===== config.mk =====
export PLATFORM = sky130hd
export DESIGN_NAME = adjust_key_ctrl
export DESIGN_NICKNAME = d
export VERILOG_FILES = /design/src/rtl/adjust_pkg.sv /design/src/rtl/key_debounce.sv /design/src/rtl/adjust_key_ctrl.sv
export SDC_FILE = /design/constraint.sdc
export NUM_CORES = 1
export LEC_CHECK = 0
export ABC_AREA = 0
export CORE_ASPECT_RATIO = 1.4
export CORE_MARGIN = 5
export CORE_UTILIZATION = 25
export CTS_BUF_LIST = sky130_fd_sc_hd__clkbuf_4 sky130_fd_sc_hd__clkbuf_8
export DETAILED_ROUTE_END_ITERATION = 10
export PLACE_DENSITY_LB_ADDON = 0.3
export SLEW_MARGIN = 20
export SYNTH_ARGS = -nofsm -noshare
export SYNTH_HDL_FRONTEND = slang
export SYNTH_SLANG_ARGS = --single-unit

===== constraint.sdc =====
create_clock -name clk -period 2.29 [get_ports clk]
set_clock_uncertainty 0.1 [all_clocks]
set_input_delay 0.458 -clock clk [delete_from_list [all_inputs] [get_ports clk]]
set_output_delay 0.458 -clock clk [all_outputs]
set_load 0.05 [all_outputs]

===== src/rtl/adjust_pkg.sv =====
// ----------------------------------------------------------------------------
// adjust_pkg
// Shared constants for the brightness/colour adjust control stage.
//   LVL_W / LVL_MAX : width and ceiling of a gain level (0..7)
//   sel_t           : channel-select encoding (ALL, R, G, B)
// ----------------------------------------------------------------------------
package adjust_pkg;

   localparam int                LVL_W   = 3;
   localparam logic [LVL_W-1:0]  LVL_MAX = 3'd7;

   typedef logic [1:0] sel_t;

   localparam sel_t SEL_ALL = 2'd0;
   localparam sel_t SEL_R   = 2'd1;
   localparam sel_t SEL_G   = 2'd2;
   localparam sel_t SEL_B   = 2'd3;

endpackage


===== src/rtl/key_debounce.sv =====
// ----------------------------------------------------------------------------
// key_debounce
// Synchronizes one active-low push-button, debounces it and emits a
// one-cycle press pulse when the debounced level falls (1 -> 0).
// Ports:
//   clk      : pixel clock
//   rst_n    : asynchronous active-low reset
//   i_key_n  : raw button, active-low, asynchronous to clk
//   o_press  : one-cycle pulse per accepted press
// ----------------------------------------------------------------------------
module key_debounce #(
   parameter int DB_CYCLES = 750000
) (
   input  logic clk,
   input  logic rst_n,
   input  logic i_key_n,
   output logic o_press
);

   localparam int               CNT_W = $clog2(DB_CYCLES + 1);
   localparam logic [CNT_W-1:0] LAST  = CNT_W'(DB_CYCLES - 1);

   logic             r_sync1;
   logic             r_sync2;
   logic             r_stable;
   logic [CNT_W-1:0] r_cnt;
   logic             r_press;
   logic             w_differs;
   logic             w_accept;

   assign w_differs = (r_sync2 != r_stable);
   assign w_accept  = w_differs && (r_cnt == LAST);

   always_ff @(posedge clk or negedge rst_n) begin
      if (!rst_n) begin
         r_sync1  <= 1'b1;
         r_sync2  <= 1'b1;
         r_stable <= 1'b1;
         r_cnt    <= '0;
         r_press  <= 1'b0;
      end else begin
         r_sync1 <= i_key_n;
         r_sync2 <= r_sync1;
         // Any return to the stable level restarts the qualification window.
         if (!w_differs) begin
            r_cnt <= '0;
         end else if (w_accept) begin
            r_stable <= r_sync2;
            r_cnt    <= '0;
         end else begin
            r_cnt <= r_cnt + CNT_W'(1);
         end
         // Accepting a low level while stable was high is the press edge.
         r_press <= w_accept & ~r_sync2;
      end
   end

   assign o_press = r_press;

endmodule


===== src/rtl/adjust_key_ctrl.sv =====
// ----------------------------------------------------------------------------
// adjust_key_ctrl
// Upstream control for the brightness/colour adder. Four debounced keys
// drive a channel-select FSM and four saturating shadow gain levels
// (global, R, G, B). Shadows are committed to the outputs only on a
// vertical-sync rising edge so a level change never tears mid-frame.
// Ports:
//   clk, rst_n                      : pixel clock, async active-low reset
//   key_mode_n/up_n/down_n/clr_n    : raw active-low push-buttons
//   vs_in                           : vertical sync, active-high
//   rgb/r/g/b_ctrl_plus10           : committed levels 0..7
//   sel                             : current channel (0 ALL,1 R,2 G,3 B)
//   pending                         : a shadow differs from its committed level
// ----------------------------------------------------------------------------
module adjust_key_ctrl
   import adjust_pkg::*;
#(
   parameter int DB_CYCLES = 750000
) (
   input  logic             clk,
   input  logic             rst_n,
   input  logic             key_mode_n,
   input  logic             key_up_n,
   input  logic             key_down_n,
   input  logic             key_clr_n,
   input  logic             vs_in,
   output logic [LVL_W-1:0] rgb_ctrl_plus10,
   output logic [LVL_W-1:0] r_ctrl_plus10,
   output logic [LVL_W-1:0] g_ctrl_plus10,
   output logic [LVL_W-1:0] b_ctrl_plus10,
   output logic [1:0]       sel,
   output logic             pending
);

   function automatic logic [LVL_W-1:0] sat_inc(input logic [LVL_W-1:0] lvl);
      return (lvl == LVL_MAX) ? lvl : lvl + LVL_W'(1);
   endfunction

   function automatic logic [LVL_W-1:0] sat_dec(input logic [LVL_W-1:0] lvl);
      return (lvl == '0) ? lvl : lvl - LVL_W'(1);
   endfunction

   logic w_p_mode, w_p_up, w_p_down, w_p_clr;
   logic w_ev_mode, w_ev_up, w_ev_down, w_ev_clr;
   logic w_vs_rise;
   logic w_diff;

   sel_t             r_sel;
   logic [LVL_W-1:0] r_shadow [4];
   logic [LVL_W-1:0] r_commit [4];
   logic             r_vs_d;
   logic             r_pending;

   key_debounce #(.DB_CYCLES(DB_CYCLES)) u_db_mode (
      .clk(clk), .rst_n(rst_n), .i_key_n(key_mode_n), .o_press(w_p_mode));
   key_debounce #(.DB_CYCLES(DB_CYCLES)) u_db_up (
      .clk(clk), .rst_n(rst_n), .i_key_n(key_up_n), .o_press(w_p_up));
   key_debounce #(.DB_CYCLES(DB_CYCLES)) u_db_down (
      .clk(clk), .rst_n(rst_n), .i_key_n(key_down_n), .o_press(w_p_down));
   key_debounce #(.DB_CYCLES(DB_CYCLES)) u_db_clr (
      .clk(clk), .rst_n(rst_n), .i_key_n(key_clr_n), .o_press(w_p_clr));

   // Only the highest-priority event of a cycle survives: clr > mode > up > down.
   assign w_ev_clr  = w_p_clr;
   assign w_ev_mode = w_p_mode & ~w_p_clr;
   assign w_ev_up   = w_p_up   & ~w_p_clr & ~w_p_mode;
   assign w_ev_down = w_p_down & ~w_p_clr & ~w_p_mode & ~w_p_up;

   assign w_vs_rise = vs_in & ~r_vs_d;

   // Select FSM: ALL -> R -> G -> B -> ALL, wrapping naturally in 2 bits.
   always_ff @(posedge clk or negedge rst_n) begin
      if (!rst_n) begin
         r_sel <= SEL_ALL;
      end else if (w_ev_mode) begin
         r_sel <= r_sel + 2'd1;
      end
   end

   always_ff @(posedge clk or negedge rst_n) begin
      if (!rst_n) begin
         for (int i = 0; i < 4; i++) r_shadow[i] <= '0;
      end else if (w_ev_clr) begin
         for (int i = 0; i < 4; i++) r_shadow[i] <= '0;
      end else if (w_ev_up) begin
         r_shadow[r_sel] <= sat_inc(r_shadow[r_sel]);
      end else if (w_ev_down) begin
         r_shadow[r_sel] <= sat_dec(r_shadow[r_sel]);
      end
   end

   // Commit samples the shadows as they stand before this edge, so an event
   // landing on the same edge shows up one frame later.
   always_ff @(posedge clk or negedge rst_n) begin
      if (!rst_n) begin
         r_vs_d <= 1'b0;
         for (int i = 0; i < 4; i++) r_commit[i] <= '0;
      end else begin
         r_vs_d <= vs_in;
         if (w_vs_rise) begin
            for (int i = 0; i < 4; i++) r_commit[i] <= r_shadow[i];
         end
      end
   end

   always_comb begin
      w_diff = 1'b0;
      for (int i = 0; i < 4; i++) begin
         if (r_shadow[i] != r_commit[i]) w_diff = 1'b1;
      end
   end

   always_ff @(posedge clk or negedge rst_n) begin
      if (!rst_n) r_pending <= 1'b0;
      else        r_pending <= w_diff;
   end

   assign rgb_ctrl_plus10 = r_commit[0];
   assign r_ctrl_plus10   = r_commit[1];
   assign g_ctrl_plus10   = r_commit[2];
   assign b_ctrl_plus10   = r_commit[3];
   assign sel             = r_sel;
   assign pending         = r_pending;

endmodule


# Word-level counts from Yosys, hierarchy flattened
# Cells that the tools add are included.
[totals]
register_bits = 124
output_inout_bits = 15
elab_cells = 108
[classes]
add_sub_neg = 7
n_lt_le_gt_ge = 2
n_eq_ne = 13
mux = 24
bitwise_logic = 20
reduce_logical = 11
[ops]
columns = ["cell", "count"]
rows = [
  ["20-bit two-way mux", 8],
  ["20-bit by 1-bit adder with 20-bit output (second input constant)", 4],
  ["20-bit equality test (second input constant)", 4],
  ["12-bit two-way mux", 3],
  ["12-bit bitwise mux", 2],
  ["3-bit two-way mux", 5],
  ["3-bit inequality test", 4],
  ["1-bit AND", 11],
  ["1-bit NOT", 8],
  ["2-bit AND reduction", 4],
  ["3-bit binary-select mux with 2-bit select", 1],
  ["3-bit demux with 2-bit select", 1],
  ["1-bit logical AND", 5],
  ["1-bit two-way mux", 4],
  ["1-bit inequality test", 4],
  ["3-bit by 1-bit adder with 3-bit output (second input constant)", 1],
  ["3-bit equality test (second input constant)", 1],
  ["3-bit >= comparator (second input constant)", 1],
  ["3-bit logical NOT", 1],
  ["3-bit by 1-bit less-than comparator with 1-bit output (second input constant)", 1],
  ["2-bit NOT with 3-bit output", 1],
  ["3-bit nonzero test", 1],
  ["3-bit by 1-bit subtractor with 3-bit output (second input constant)", 1],
  ["2-bit by 1-bit adder with 2-bit output (second input constant)", 1],
]

# Depth between registers and ports, before layout
[logic_depth]
ltp_word = 10
depth_mapped = 7
depth_no_buf = 7

# Modules after synthesis
# From an unflattened synthesis, not the netlist that was laid out.
[unflattened]
cells_unflattened = 584
area_unflattened_um2 = 6202.2
[by_module_without_submodules]
columns = ["mod", "n_inst", "cells_each", "area_per_inst_um2", "seq_area_each_um2"]
rows = [
  ["key_debounce", 4, 114, 1171.1, 604.3],
  ["adjust_key_ctrl", 1, 128, 1517.7, 700.7],
]

# Least setup slack after synthesis
# Ideal clock, no wire load.
[synth_timing]
path_type = "register to register"
start = "reg r_sel[0] (netlist: sel[0])"
end = "reg r_shadow[0] (netlist bit)"
setup_ns = 0.099
t_arrival_ns = 2.521
t_required_ns = 2.091
path_slack_ns = -0.431
stages_incl_launch_ff = 7
path_buffers = 0
path_cell_list = "dfrtp_1 -> mux4_2 -> ha_1 -> nor4bb_1 -> and2_1 -> or3_1 -> a311oi_1"
[synth_between]
elab_chain_len = 10
word_cells_on_any_way = 20
cone_classes = "add/sub (2); order compare (2); eq/ne (1); mux (12); bitwise (1); reduce/logical (2)"
[synth_lines]
columns = ["element", "line_no", "text"]
rows = [
  ["start, declared", "adjust_key_ctrl.sv:48", "sel_t r_sel;"],
  ["start signal, assigned", "adjust_key_ctrl.sv:76", "r_sel <= r_sel + 2'd1;"],
  ["2-bit NOT with 3-bit output (implied by the code) *", "adjust_key_ctrl.sv:86, adjust_key_ctrl.sv:88", ""],
  ["3-bit binary-select mux with 2-bit select", "adjust_key_ctrl.sv:86, adjust_key_ctrl.sv:88", ""],
  ["3-bit two-way mux (implied by the code) (2 in series)", "adjust_key_ctrl.sv:86, adjust_key_ctrl.sv:88", ""],
  ["3-bit by 1-bit subtractor with 3-bit output or 3-bit logical NOT (tied branches)", "adjust_key_ctrl.sv:40", "return (lvl == '0) ? lvl : lvl - LVL_W'(1);"],
  ["3-bit two-way mux", "adjust_key_ctrl.sv:40", ""],
  ["12-bit bitwise mux", "adjust_key_ctrl.sv:88", "r_shadow[r_sel] <= sat_dec(r_shadow[r_sel]);"],
  ["12-bit two-way mux", "adjust_key_ctrl.sv:87", "end else if (w_ev_down) begin"],
  ["12-bit two-way mux *", "adjust_key_ctrl.sv:85", "end else if (w_ev_up) begin"],
  ["12-bit two-way mux *", "adjust_key_ctrl.sv:83", "end else if (w_ev_clr) begin"],
  ["end signal, assigned by index", "adjust_key_ctrl.sv:86", "r_shadow[r_sel] <= sat_inc(r_shadow[r_sel]);"],
  ["end signal, assigned by index", "adjust_key_ctrl.sv:88", ""],
  ["end, declared", "adjust_key_ctrl.sv:49", "logic [LVL_W-1:0] r_shadow [4];"],
]
# Mark *: on every way between the ends. The rest lies on a longest branch, timed or not. The select of a mux whose other input is x is not followed.
# A chain may end at the register's enable or synchronous reset.

# Worst setup path after layout
# Ends and elaborated chain as after synthesis.

==> out/metrics.csv <==
stage;metric;value;unit
status;outcome;complete, but fails checks;
status;failing checks;negative setup slack;
grt;met2 Use GR;16.5;%
worst_hold_path;HP Class;reg2reg;
power;Pleak;3.11;nW
sta;final worst setup slack;-10.0;ps
worst_setup_path;crit-path max FO;4;
cts;CTS Root Cell;clkbuf_8;
sta;Fin Setup TNS;-15.6;ps
power;Power Internal;3.51;mW
synth;Post-Synthesis Cells;570;
drt;TritonRoute pass-1 iters;4;
layout;multi-input logic area;2840;um2
power;Switch Pwr;1.03;mW
synth;number of synthesized register bits;124;
grt;global-route wire length before repair;22000;um
sta;fin. max-slew vios;0;
layout;Fillers;2461;
job;number of max-cap violations;0;
layout;Reg area;3120;um2
sta;Rel. slew slack;64.9;%
power;power per cell area;618;nW/um2
worst_setup_path;CP Launch Type;flip-flop;
layout;# diodes;0;
power;Gate power share;3.0;%
cts;clock buffer depth;2;
cts;CTS clk-pin slew, worst paths;80;ps
die;Ports;22;
placed_design;post-DP HPWL;8890;um
worst_setup_path;crit path cell chain;mux4_2, ha_2, nor4bb_1, and2_1, or3_4, a311oi_1;
sta;time the worst path needs with I/O delays and setup;2300;ps
synth;EDFF count, synth;0;
worst_setup_path;crit path capture type;flip-flop;
drt;Starting DRT DRC Count;231;
grt;grt total ovfl;0;
cts;CTS Buf Count;17;
synth;Ys Warns;0;
sta;f_max;435;MHz
worst_setup_path;CP bufs+invs;0;
die;initial core utilization;25.3;%
layout;fin util;30.8;%
drt;DRC violations left;0;
synth;cell area after synthesis;6020;um2
drt;drt via density;4.65;
synth;mean area per synthesized cell;10.6;um2
synth;register area share after synthesis;51.8;%
layout;layout overhead on the synthesized area;21.8;%
sta;# setup viols final;3;
drt;wire per inst;13.2;um
die;Die X;141;um
grt;grt met3 use;2.82;%
sta;RSZ-0062 raised after global routing;true;
grt;vias in the first global route;4545;
layout;share of cells above drive strength 1;17.7;%
drt;Antenna Nets Post-Route;0;
grt;GR Util All Layers;9.74;%
grt;global routing's busiest layer;met2;
cts;H-Tree Depth;4;
die;Rows;67;
worst_setup_path;type of the worst setup path;reg2reg;
synth;Main synth FF type;dfrtp_1;
synth;Synth cell types;48;
worst_setup_path;max incr delay on CP;550;ps
grt;largest net degree at the start of global routing;51;
power;maximum VDD drop;0.299;mV
cts;CTS tree;built;
die;die height;194;um
synth;asr flop ratio synth;100;%
drt;DR vias;4415;
worst_setup_path;WP data arrival;2550;ps
worst_setup_path;worst path required time;2540;ps
worst_setup_path;CP max stage cell;mux4_2;
placed_design;GP Congestion;0.738;
power;Seq pwr share;49.4;%
die;core outline area;23800;um2
placed_design;# port buffers;21;
synth;Mapped Nets;587;
sta;Worst-Margin Slew;526;ps
power;Switching Share;22.7;%
cts;Worst-Skew Late Latency;440;ps
grt;M1 GR Usage;11.6;%
die;Die ar.;27300;um2
cts;CTS sink cnt;124;
grt;antenna violations before repair;0;
layout;Layout Nets;643;
sta;crit share post-route;100;%
power;Clk pwr share;47.5;%
worst_setup_path;CP delay by family, top;simple AND/OR/NAND/NOR gates;
sta;Final Hold Violating Endpoints;0;
drt;drt total wl;12500;um
-- through the flow --
| stage | power, mW | hold slack (ps) | cells | instance area (um2) | setup WS, ps |
|---|---|---|---|---|---|
| 2_1_floorplan | 2.33 | 62.4 | 570 | 6030 | -74.2 |
| 3_3_place_gp | 2.43 | 246 | 915 | 6810 | 27.6 |
| 3_5_place_dp | 2.43 | 247 | 915 | 6810 | -9.85 |
| 4_1_cts | 4.62 | 260 | 949 | 7270 | -17.2 |
| 5_1_grt | 4.74 | 263 | 949 | 7330 | -98.5 |
| 6_report | 4.54 | 258 | 949 | 7330 | -10.0 |
-- routing by layer --
metal	routed length (um)	part of all wire, %
met5	0	0
met1	5640	45
met4	157	1.3
met2	6390	51
met3	351	2.8
-- sequential cells by signal (all words and copies together) (netlist names), 2 cells and up --
signal           flops
rgb_ctrl_plus10      3
u_db_clr.r_cnt      20
u_db_up.r_cnt       20
u_db_down.r_cnt     20
g_ctrl_plus10        3
r_ctrl_plus10        3
u_db_mode.r_cnt     20
sel                  2
b_ctrl_plus10        3
r_shadow            12
-- area by class of cell --
| type | instances | area share (%) |
|---|---|---|
| Tap cell | 310 | 5.29 |
| Clock buffer | 19 | 3.48 |
| Multi-Input combinational cell | 416 | 38.7 |
| Sequential cell | 124 | 42.6 |
| Inverter | 15 | 0.768 |
| Clock inverter | 13 | 2.61 |
| Timing Repair Buffer | 52 | 6.53 |
-- power by group through the flow --
stage / Clock [mW] / Sequential, mW / Combinational [mW]
floorplan: 0 / 2.28 / 0.0504
global placement: 0 / 2.28 / 0.144
detailed placement: 0 / 2.28 / 0.143
CTS: 2.24 / 2.24 / 0.146
global route: 2.33 / 2.25 / 0.163
finish: 2.16 / 2.24 / 0.138
-- synth_stat cells (4+ instances only) --
cell	count	area, um2
inv_1	15	56.3
a21oi_1	35	175
nand4_1	22	138
clkbuf_1	11	41.3
a311oi_1	4	35.0
and3_1	13	81.3
o31ai_1	17	128
nor3b_1	5	37.5
nor2_1	52	195
or3_1	17	106
xor2_1	41	359
ha_1	10	125
and2_1	10	62.6
or4_1	21	158
and4_1	10	87.6
nand2_1	31	116
nor4_1	8	50.1
o41ai_1	4	35.0
nand3b_1	4	30.0
o21ai_0	19	95.1
mux2_2	17	191
nand3_1	27	135
xnor2_1	18	158
dfstp_2	12	315
dfrtp_1	112	2800
-- logic make-up (layout without fill, tap and decap cells) --
kind of cell               after synthesis  in the layout  share of synthesized area [%]
buffers and inverters                   30             99                           1.97
muxes                                   20             20                           4.30
AOI/OAI and AO/OA                       89             89                           9.02
xor gates and xnor gates                59             59                           8.58
DFF                                    124            124                           51.8
adders and majority gates               10             10                           2.08
and+or+nand+nor                        238            238                           22.2
-- cells in the final DEF (no fill, tap or decap), drive strengths merged, types with 12 or more instances in the layout --
cell,Yosys,routed
dfrtp,112,112
buf,4,31
o31ai,17,17
xnor2,18,18
xor2,41,41
inv,15,17
a21oi,35,35
mux2,17,17
clkdlybuf4s50,0,14
o21ai,22,22
nand2,31,31
nand4,22,22
clkbuf,11,19
and3,13,13
or3,18,18
nor2,52,52
or4,21,21
nand3,27,27
dfstp,12,12
-- final timing paths --
path	endpoint	cells after the start	slack, ps	from
max	r_shadow[0]	6	-10	sel[0]
min in group asynchronous	u_db_up.r_cnt[5]	2	430	rst_n
max in group asynchronous	u_db_clr.r_sync2	3	1000	rst_n
min reg2reg	u_db_down.r_sync2	0	260	u_db_down.r_sync1
max reg2reg	r_shadow[0]	6	-10	sel[0]
min	u_db_down.r_sync2	0	260	u_db_down.r_sync1
-- timing repair --
item / 4_1_cts / 5_1_grt
buffers inserted: 1 / 0
setup endpoints to repair: 6 / 13
resized for setup: 2 / 13
hold endpoints to repair: 42 / 0
hold buffers: 1 / 0
Power figures use the tool's default switching activity.
